File: config.mk
export PLATFORM = sky130hd
export DESIGN_NAME = ball_motion
export DESIGN_NICKNAME = d
export VERILOG_FILES = /design/src/rtl/billiard_pkg.sv /design/src/rtl/axis_integrator.sv /design/src/rtl/ball_motion.sv
export SDC_FILE = /design/constraint.sdc
export NUM_CORES = 1
export LEC_CHECK = 0
export CORE_ASPECT_RATIO = 0.6
export CORE_UTILIZATION = 50
export DETAILED_ROUTE_END_ITERATION = 6
export HOLD_SLACK_MARGIN = 0.08
export PLACE_DENSITY_LB_ADDON = 0.15
export SLEW_MARGIN = 40
export SYNTH_ARGS = -nofsm -noshare
export SYNTH_HDL_FRONTEND = slang
export SYNTH_SLANG_ARGS = --single-unit
File: constraint.sdc
create_clock -name clk -period 3.65 [get_ports clk]
set_input_delay 1.095 -clock clk [delete_from_list [all_inputs] [get_ports clk]]
set_output_delay 1.095 -clock clk [all_outputs]
set_load 0.01 [all_outputs]
File: src/rtl/billiard_pkg.sv
// Shared billiard constants, FSM state type and velocity helpers used by the
// motion stage, collision resolver and draw logic.
package billiard_pkg;

   localparam int DEF_FRAC_BITS       = 6;
   localparam int DEF_FRICTION_PERIOD = 4;
   localparam int POS_W               = 11 + DEF_FRAC_BITS;

   localparam int VEL_MAX = 1023;
   localparam int VEL_MIN = -1024;

   // Legal top-left ball coordinates in pixels.
   localparam int TABLE_X_MIN = 0;
   localparam int TABLE_X_MAX = 608;
   localparam int TABLE_Y_MIN = 0;
   localparam int TABLE_Y_MAX = 448;
   localparam int INIT_X_PX   = 320;
   localparam int INIT_Y_PX   = 240;

   typedef enum logic [2:0] {
      ST_IDLE,
      ST_MOVE,
      ST_BOUNCE,
      ST_FRICT,
      ST_DONE
   } motion_state_t;

   // |v|, with the one unrepresentable magnitude (-1024) saturated to 1023.
   function automatic logic signed [10:0] sat_abs(input logic signed [10:0] v);
      logic signed [10:0] r;
      if (v == 11'(VEL_MIN))
         r = 11'(VEL_MAX);
      else if (v[10])
         r = -v;
      else
         r = v;
      return r;
   endfunction

endpackage

File: src/rtl/axis_integrator.sv
// One axis of ball motion: sub-pixel position accumulator and velocity with
// load, integrate, cushion-bounce and friction-step operations.
module axis_integrator
   import billiard_pkg::*;
#(
   parameter int FRAC_BITS = DEF_FRAC_BITS,
   parameter int MIN       = TABLE_X_MIN,
   parameter int MAX       = TABLE_X_MAX,
   parameter int INIT      = INIT_X_PX
) (
   input  logic               clk,
   input  logic               reset,
   input  logic               doLoad,
   input  logic               doAdd,
   input  logic               doBounce,
   input  logic               doFrict,
   input  logic signed [10:0] loadVel,
   output logic signed [10:0] posInt,
   output logic signed [10:0] vel,
   output logic               bounced
);

   localparam int PW = 11 + FRAC_BITS;

   localparam logic signed [10:0]   MIN_V    = 11'(MIN);
   localparam logic signed [10:0]   MAX_V    = 11'(MAX);
   localparam logic signed [10:0]   INIT_V   = 11'(INIT);
   localparam logic signed [PW-1:0] MIN_POS  = {MIN_V, {FRAC_BITS{1'b0}}};
   localparam logic signed [PW-1:0] MAX_POS  = {MAX_V, {FRAC_BITS{1'b0}}};
   localparam logic signed [PW-1:0] INIT_POS = {INIT_V, {FRAC_BITS{1'b0}}};

   logic signed [PW-1:0] pos;
   logic signed [PW-1:0] posNext;
   logic signed [PW-1:0] velExt;
   logic signed [10:0]   velNext;
   logic signed [10:0]   velMag;

   assign posInt = pos[PW-1:FRAC_BITS];
   assign velExt = {{FRAC_BITS{vel[10]}}, vel};
   assign velMag = sat_abs(vel);

   always_comb begin
      posNext = pos;
      velNext = vel;
      bounced = 1'b0;
      if (doLoad) begin
         velNext = loadVel;
      end else if (doAdd) begin
         posNext = pos + velExt;
      end else if (doBounce) begin
         // posInt is the floor of the sub-pixel position
         if (posInt < MIN_V) begin
            posNext = MIN_POS;
            velNext = velMag;
            bounced = 1'b1;
         end else if (posInt > MAX_V) begin
            posNext = MAX_POS;
            velNext = -velMag;
            bounced = 1'b1;
         end
      end else if (doFrict) begin
         if (vel[10])
            velNext = vel + 11'sd1;
         else if (vel != '0)
            velNext = vel - 11'sd1;
      end
   end

   always_ff @(posedge clk) begin
      if (reset) begin
         pos <= INIT_POS;
         vel <= '0;
      end else begin
         pos <= posNext;
         vel <= velNext;
      end
   end

endmodule

File: src/rtl/ball_motion.sv
// Per-ball motion stage: once per frame integrates, bounces off cushions and
// applies friction; takes new velocities from the collision resolver or cue.
module ball_motion
   import billiard_pkg::*;
#(
   parameter int FRAC_BITS       = DEF_FRAC_BITS,
   parameter int FRICTION_PERIOD = DEF_FRICTION_PERIOD,
   parameter int X_MIN           = TABLE_X_MIN,
   parameter int X_MAX           = TABLE_X_MAX,
   parameter int Y_MIN           = TABLE_Y_MIN,
   parameter int Y_MAX           = TABLE_Y_MAX,
   parameter int INIT_X          = INIT_X_PX,
   parameter int INIT_Y          = INIT_Y_PX
) (
   input  logic               clk,
   input  logic               reset,
   input  logic               startOfFrame,
   input  logic               collisionOccurred,
   input  logic signed [10:0] collVelX,
   input  logic signed [10:0] collVelY,
   input  logic               hitValid,
   input  logic signed [10:0] hitVelX,
   input  logic signed [10:0] hitVelY,
   output logic               hitReady,
   output logic signed [10:0] ballTopLeftPosX,
   output logic signed [10:0] ballTopLeftPosY,
   output logic signed [10:0] ballVelX,
   output logic signed [10:0] ballVelY,
   output logic               ballMoving,
   output logic               wallHit,
   output logic               frameDone
);

   localparam int CNT_W = (FRICTION_PERIOD > 1) ? $clog2(FRICTION_PERIOD) : 1;
   localparam logic [CNT_W-1:0] CNT_LAST = CNT_W'(FRICTION_PERIOD - 1);

   motion_state_t      state;
   motion_state_t      nextState;
   logic [CNT_W-1:0]   frameCnt;
   logic               pendValid;
   logic signed [10:0] pendVelX;
   logic signed [10:0] pendVelY;
   logic               bounceFlag;
   logic               frictWrap;
   logic               doLoad;
   logic               doAdd;
   logic               doBounce;
   logic               doFrict;
   logic signed [10:0] loadVelX;
   logic signed [10:0] loadVelY;
   logic               bouncedX;
   logic               bouncedY;

   assign ballMoving = (ballVelX != '0) || (ballVelY != '0);
   assign hitReady   = (state == ST_IDLE) && !ballMoving;
   assign frameDone  = (state == ST_DONE);
   assign wallHit    = (state == ST_DONE) && bounceFlag;
   assign frictWrap  = ballMoving && (frameCnt == CNT_LAST);

   always_comb begin
      nextState = state;
      doLoad    = 1'b0;
      doAdd     = 1'b0;
      doBounce  = 1'b0;
      doFrict   = 1'b0;
      loadVelX  = collVelX;
      loadVelY  = collVelY;
      unique case (state)
         ST_IDLE: begin
            if (collisionOccurred) begin
               doLoad = 1'b1;
            end else if (hitValid && hitReady) begin
               doLoad   = 1'b1;
               loadVelX = hitVelX;
               loadVelY = hitVelY;
            end
            if (startOfFrame)
               nextState = ST_MOVE;
         end
         ST_MOVE: begin
            doAdd     = 1'b1;
            nextState = ST_BOUNCE;
         end
         ST_BOUNCE: begin
            doBounce  = 1'b1;
            nextState = ST_FRICT;
         end
         ST_FRICT: begin
            doFrict   = frictWrap;
            nextState = ST_DONE;
         end
         ST_DONE: begin
            // A pulse arriving in DONE is newer than anything pending
            if (collisionOccurred) begin
               doLoad = 1'b1;
            end else if (pendValid) begin
               doLoad   = 1'b1;
               loadVelX = pendVelX;
               loadVelY = pendVelY;
            end
            nextState = ST_IDLE;
         end
         default: nextState = ST_IDLE;
      endcase
   end

   always_ff @(posedge clk) begin
      if (reset) begin
         state      <= ST_IDLE;
         frameCnt   <= '0;
         pendValid  <= 1'b0;
         pendVelX   <= '0;
         pendVelY   <= '0;
         bounceFlag <= 1'b0;
      end else begin
         state <= nextState;
         if ((state == ST_MOVE || state == ST_BOUNCE || state == ST_FRICT) && collisionOccurred) begin
            pendValid <= 1'b1;
            pendVelX  <= collVelX;
            pendVelY  <= collVelY;
         end else if (state == ST_DONE) begin
            pendValid <= 1'b0;
         end
         if (state == ST_BOUNCE && (bouncedX || bouncedY))
            bounceFlag <= 1'b1;
         else if (state == ST_DONE)
            bounceFlag <= 1'b0;
         if (state == ST_FRICT)
            frameCnt <= (!ballMoving || frictWrap) ? '0 : frameCnt + 1'b1;
      end
   end

   axis_integrator #(
      .FRAC_BITS (FRAC_BITS),
      .MIN       (X_MIN),
      .MAX       (X_MAX),
      .INIT      (INIT_X)
   ) u_axis_x (
      .clk      (clk),
      .reset    (reset),
      .doLoad   (doLoad),
      .doAdd    (doAdd),
      .doBounce (doBounce),
      .doFrict  (doFrict),
      .loadVel  (loadVelX),
      .posInt   (ballTopLeftPosX),
      .vel      (ballVelX),
      .bounced  (bouncedX)
   );

   axis_integrator #(
      .FRAC_BITS (FRAC_BITS),
      .MIN       (Y_MIN),
      .MAX       (Y_MAX),
      .INIT      (INIT_Y)
   ) u_axis_y (
      .clk      (clk),
      .reset    (reset),
      .doLoad   (doLoad),
      .doAdd    (doAdd),
      .doBounce (doBounce),
      .doFrict  (doFrict),
      .loadVel  (loadVelY),
      .posInt   (ballTopLeftPosY),
      .vel      (ballVelY),
      .bounced  (bouncedY)
   );

endmodule

### Word level (Yosys, flattened, before mapping)

Cells that the tools add are included.

| cells by class | value |
|---|---|
| multiplexer cells | 62 |
| bitwise operators | 1 |
| eq/ne operators | 11 |
| reduce and logical (&&, ||, !) cells | 29 |
| $lt $le $gt $ge | 4 |
| $add $sub $neg | 11 |

Operators with widths:

| operator | count |
|---|---|
| 11-bit 2-to-1 mux | 28 |
| 17-bit 2-to-1 mux | 8 |
| 11-bit negator | 4 |
| 11-bit one-hot mux with 2 select lines | 2 |
| 17-bit by 11-bit adder with 17-bit output | 2 |
| 11-bit by 2-bit adder with 11-bit output (second input constant) | 2 |
| 11-bit equality test (second input constant) | 2 |
| 11-bit by 1-bit < comparator with 1-bit output (second input constant) | 2 |
| 11-bit nonzero test | 2 |
| 11-bit by 2-bit subtractor with 11-bit output (second input constant) | 2 |
| 1-bit 2-to-1 mux | 20 |
| 3-bit one-hot mux with 4 select lines | 1 |
| 3-bit AND reduction | 4 |
| 11-bit by 10-bit > comparator with 1-bit output (second input constant) | 1 |
| 11-bit > comparator (second input constant) | 1 |
| 3-bit nonzero test | 3 |
| 4-bit by 2-bit != test with 1-bit output (second input constant) | 2 |
| 4-bit AND reduction | 2 |
| 4-bit nonzero test | 2 |
| 3-bit by 2-bit equality test with 1-bit output (second input constant) | 2 |
| 1-bit logical AND | 6 |
| 2-bit nonzero test | 3 |
| 1-bit logical OR | 5 |
| 2-bit != test (second input constant) | 2 |
| other kinds (10) | 10 |

| word-level totals | value |
|---|---|
| flip-flop bits (word level) | 85 |
| input port bits | 49 |

### Logic depth before layout (Yosys ltp)

| depth | value |
|---|---|
| depth in word-level cells | 12 |
| mapped depth | 12 |
| gate-level depth less buffers | 12 |

### Cells and area by module

From an unflattened synthesis, not the netlist that was laid out.

| unflattened totals | value |
|---|---|
| cell total of the unflattened synthesis | 1,166 |
| area total of the unflattened synthesis | 8,583.2 µm² |

Modules (own cells, without submodules):

| module | cells an instance | area each (µm²) | times used |
|---|---|---|---|
| axis_integrator at u_axis_x | 446 | 3,229.3 | 1 |
| axis_integrator at u_axis_y | 435 | 3,141.8 | 1 |
| ball_motion | 285 | 2,212.1 | 1 |

### Worst setup path after synthesis

Ideal clock, no wire load.

| timing | value |
|---|---|
| path type | reg2out |
| start point | register u_axis_y.vel[1] |
| end point | output port hitReady |
| stages on the path, launching flop included | 9 |
| path buffers | 1 |
| required time | 2,555 ps |
| slack | 229 ps |
| arrival time | 2,326 ps |
| cell sequence | dfxtp_1 > clkbuf_1 > inv_1 > ha_1 > nor4b_1 > nand3_1 > nor2_1 > nand2_1 > nor2_1 |

| on the way | value |
|---|---|
| word-level cells in the longest chain between the ends | 4 |

RTL lines:

| element | line | RTL |
|---|---|---|
| start, declared | axis_integrator.sv:19 | `output logic signed [10:0] vel,` |
| start signal, assigned | axis_integrator.sv:75 | `vel <= velNext;` |
| 11-bit nonzero test | ball_motion.sv:54 | `assign ballMoving = (ballVelX != '0) \|\| (ballVelY != '0);` |
| 1-bit logical OR | ball_motion.sv:54 |  |
| net ballMoving | ball_motion.sv:29 | `output logic ballMoving,` |
| 1-bit logical NOT | ball_motion.sv:55 | `assign hitReady = (state == ST_IDLE) && !ballMoving;` |
| 1-bit logical AND | ball_motion.sv:55 |  |
| end, declared | ball_motion.sv:24 | `output logic hitReady,` |

The timed path passes the listed nets, and every way through them passes these cells.

### Worst setup path after layout

| timing | value |
|---|---|
| start point | register u_axis_x.vel[0] |
| end point | output port ballMoving |

| on the way | value |
|---|---|
| word-level cells in the longest chain between the ends | 2 |

RTL lines:

| element | line |
|---|---|
| start, declared | axis_integrator.sv:19 |
| start signal, assigned | axis_integrator.sv:75 |
| 11-bit nonzero test | ball_motion.sv:54 |
| 1-bit logical OR | ball_motion.sv:54 |
| end, declared | ball_motion.sv:29 |

No other way between the ends.

==> impl_metrics.py <==
metrics = {
    "layout": {
        "diodes": 0,
        "stdcell_area_um2": 9130,
        "fillers": 1357,
        "fin_nets": 1202,
        "final_cells": 1315,
        "multi_input_area_um2": 5400,
        "seqCellArea_um2": 1700,
        "area_growth_pct": 18.6,
        "drive_above_1_share_pct": 8.95,
        "final_util_pct": 61.8,
    },
    "timing": {
        "grt_setup_unrepaired": "false",
        "final.period_utilization_pct": 97.0,
        "relSlewSlack_pct": 49.6,
        "clock.fmax_mhz": 282,
        "setup_tns_ps": 0,
        "fin_skew_ps": 6.64,
        "final-setup-viol-count": 0,
        "maxSlewViolCount": 0,
        "tightest_slew_ps": 756,
        "min_period_ps": 3540,
        "hold_viol": 0,
    },
    "worst_setup_path": {
        "crit_start": "u_axis_x.vel[0]",
        "worstSetupPathType": "reg2out",
        "r2r_end": "u_axis_y.vel[10]",
        "r2r_start": "u_axis_y.vel[0]",
        "cp_max_fo": 5,
        "critPathLaunchType": "register",
        "end_kind": "primary output",
        "r2r_slack_ps": 460,
        "critPathArrivalTime_ps": 2450,
        "crit_end": "ballMoving",
        "r2r_cells": 13,
        "critPathRequiredTime_ps": 2550,
    },
    "clock_network": {
        "cts.clk_slew.worst_paths_ps": 70,
        "tritoncts": "done",
        "cts_max_level": 3,
        "holdBufCountCts": 0,
        "insertion_delay_ps": 350,
        "cts_resized": 3,
        "postCtsSetupBuffers": 0,
        "clock_sinks": 85,
        "clk_path_buf_depth": 2,
        "cts_buffers": 9,
        "clockRootBuffer": "clkbuf_16",
    },
    "route": {
        "wl_met3_um": 2290,
        "firstDrtPassIters": 5,
        "drcViolationCount": 0,
        "met1Wirelength_um": 12000,
        "ant_nets": 0,
        "highest_layer": "met4",
        "wl_per_cell_um": 18.2,
        "vias_per_cell": 6.25,
        "drtIter0Drc": 1054,
        "met2_length_um": 9530,
        "vias": 8216,
        "routed_wl_um": 24000,
    },
    "global_routing": {
        "grt_first_pass_wirelength_um": 38900,
        "grt_max_degree": 34,
        "antenna_found_initial": 0,
        "grt_pass1_vias": 7208,
        "track_usage_pct": 30.4,
        "overflow": 0,
    },
    "yosys": {
        "ys_top_cells_by_area": "dfxtp_1, a21oi_1, mux2i_1, ha_1, nand2_1",
        "synth_seq_cells": 85,
        "synth_area_leader_cell": "dfxtp_1",
        "synth_nets": 1144,
        "synth_cell_type_count": 76,
        "ys_warn_count": 0,
        "async_reset_ff_share_pct": 0,
        "synthesis.instances": 1054,
        "synth_edf_count": 0,
        "ys.flop_type": "dfxtp_1",
        "ys_seq_area_share_pct": 22.1,
        "syn_area_um2": 7700,
        "postSynthAreaPerCell_um2": 7.30,
        "netlist.area_leader.share_pct": 22.1,
    },
    "pwr": {
        "p_per_area_nw_per_um2": 574,
        "finalPower_mw": 5.24,
        "power_leakage_nw": 3.87,
        "irDropWorstVdd_v": 0.000348,
    },
    "floorplanning": {
        "rows": 34,
        "design.core.area_um2": 14800,
        "dieArea_um2": 15900,
        "die_h_um": 98.1,
        "num_io_pins": 97,
        "start_util_pct": 52.1,
        "die_x_um": 162,
    },
    "worst_hold_path": {
        "hold_start": "bounceFlag",
        "hp-class": "reg2reg",
    },
    "placement": {
        "hpwl_um": 17300,
        "placed_cells": 1299,
        "portBuffers": 96,
        "dpl_cell_area_um2": 8830,
        "gp_congestion": 0.987,
    },
    "status": {
        "run_status": "completed",
    },
    "job": {
        "cap_violations": 0,
    },
}
==> per-stage QoR <==
step | hold slack, ps | setup slack, ps
2_1_floorplan | 427 | 229
6_report | 453 | 108
4_1_cts | 454 | 115
5_1_grt | 478 | 1.63
3_3_place_gp | 438 | 326
3_5_place_dp | 444 | 295
==> synthesized netlist by cell type (15+ instances only) <==
master,number
a211oi_1,15
a21oi_1,117
a31oi_1,21
buf_4,22
clkbuf_1,72
dfxtp_1,85
ha_1,39
inv_1,30
mux2i_1,49
nand2_1,119
nand3_1,37
nor2_1,89
nor3_1,20
o21ai_0,36
o22ai_1,30
xnor2_1,34
xor2_1,16
==> layout by cell type (no fill, tap or decap), types with 4 or more instances in the layout <==
cell / instances
o221ai_1: 4
o211ai_1: 7
nor4_1: 10
o22ai_1: 30
clkdlybuf4s50_1: 94
a221oi_1: 6
a22oi_1: 7
nand4_1: 7
o21ai_0: 36
mux2_2: 4
nor2_1: 88
o31ai_1: 11
buf_4: 56
or2_2: 5
xnor2_1: 34
xor2_1: 16
nor2b_1: 4
a211oi_1: 15
or3_1: 13
mux2i_1: 49
ha_1: 39
inv_1: 29
a31o_2: 4
or4_1: 4
a211o_1: 8
o2111ai_1: 5
nand3_1: 37
clkbuf_16: 9
a32oi_1: 4
and3_1: 14
a21o_1: 12
a311oi_1: 4
o41ai_1: 4
dfxtp_1: 85
nand2b_1: 6
a21oi_1: 117
o21a_1: 11
nand2_1: 119
nor3_1: 20
a31oi_1: 21
==> layout make-up <==
cell class	instances	share of cell area, %
sequential	85	18.6
clock inverter	7	0.740
timing repair buffer	152	15.1
clock buffer	9	2.47
inverter	30	1.23
multi-input combinational	834	59.1
tap	198	2.71
==> critical path, cell delays in order, from the launching register on <==
cell and delay, ps:
dfxtp_1 310, inv_1 110, ha_1 190, or3b_4 410
or3_1 390, nor2_2 130, nand2_1 80, clkdlybuf4s50_1 470
==> worst min-delay path by stage <==
stage	to	slack, ps	depth (start not counted)
final	bounceFlag	450	2
after global routing	pendVelY[10]	480	2
after CTS	bounceFlag	450	2
after detailed placement	bounceFlag	440	2
after global placement	bounceFlag	440	2
after floorplan	bounceFlag	430	2
==> kinds of logic (layout without fill, tap and decap cells) <==
family          Yosys count  count (layout)  share of synthesized area, %
flops                    85              85                          22.1
simple gates            350             350                          21.5
fa+ha+maj                41              41                          6.86
xor+xnor                 50              50                          5.69
mux                      53              53                          6.96
compound gates          340             340                          28.9
buf+inv                 135             198                          8.03
==> state kept, by name, summed over array words and instances (netlist names) <==
signal / cells
u_axis_y.vel: 11
u_axis_y.pos: 17
frameCnt: 2
state: 3
pendValid: 1
bounceFlag: 1
pendVelY: 11
u_axis_x.pos: 17
u_axis_x.vel: 11
pendVelX: 11
==> power breakdown <==
| part | internal, mW | switching [mW] | total (mW) | leakage (nW) |
|---|---|---|---|---|
| clock network | 0.482 | 0.456 | 0.938 | 0.142 |
| logic | 1.32 | 1.84 | 3.17 | 3.04 |
| registers | 1.04 | 0.0973 | 1.14 | 0.693 |
| total | 2.84 | 2.40 | 5.24 | 3.87 |
==> metal layers <==
| metal | vias up | global-route usage (%) |
|---|---|---|
| met5 | - | 0 |
| met4 | 0 | 4.86 |
| met3 | 27 | 5.56 |
| met2 | 395 | 42.6 |
| met1 | 3814 | 47.7 |
| li1 | 3980 | - |
No activity file was read; power rests on OpenSTA's default activity.
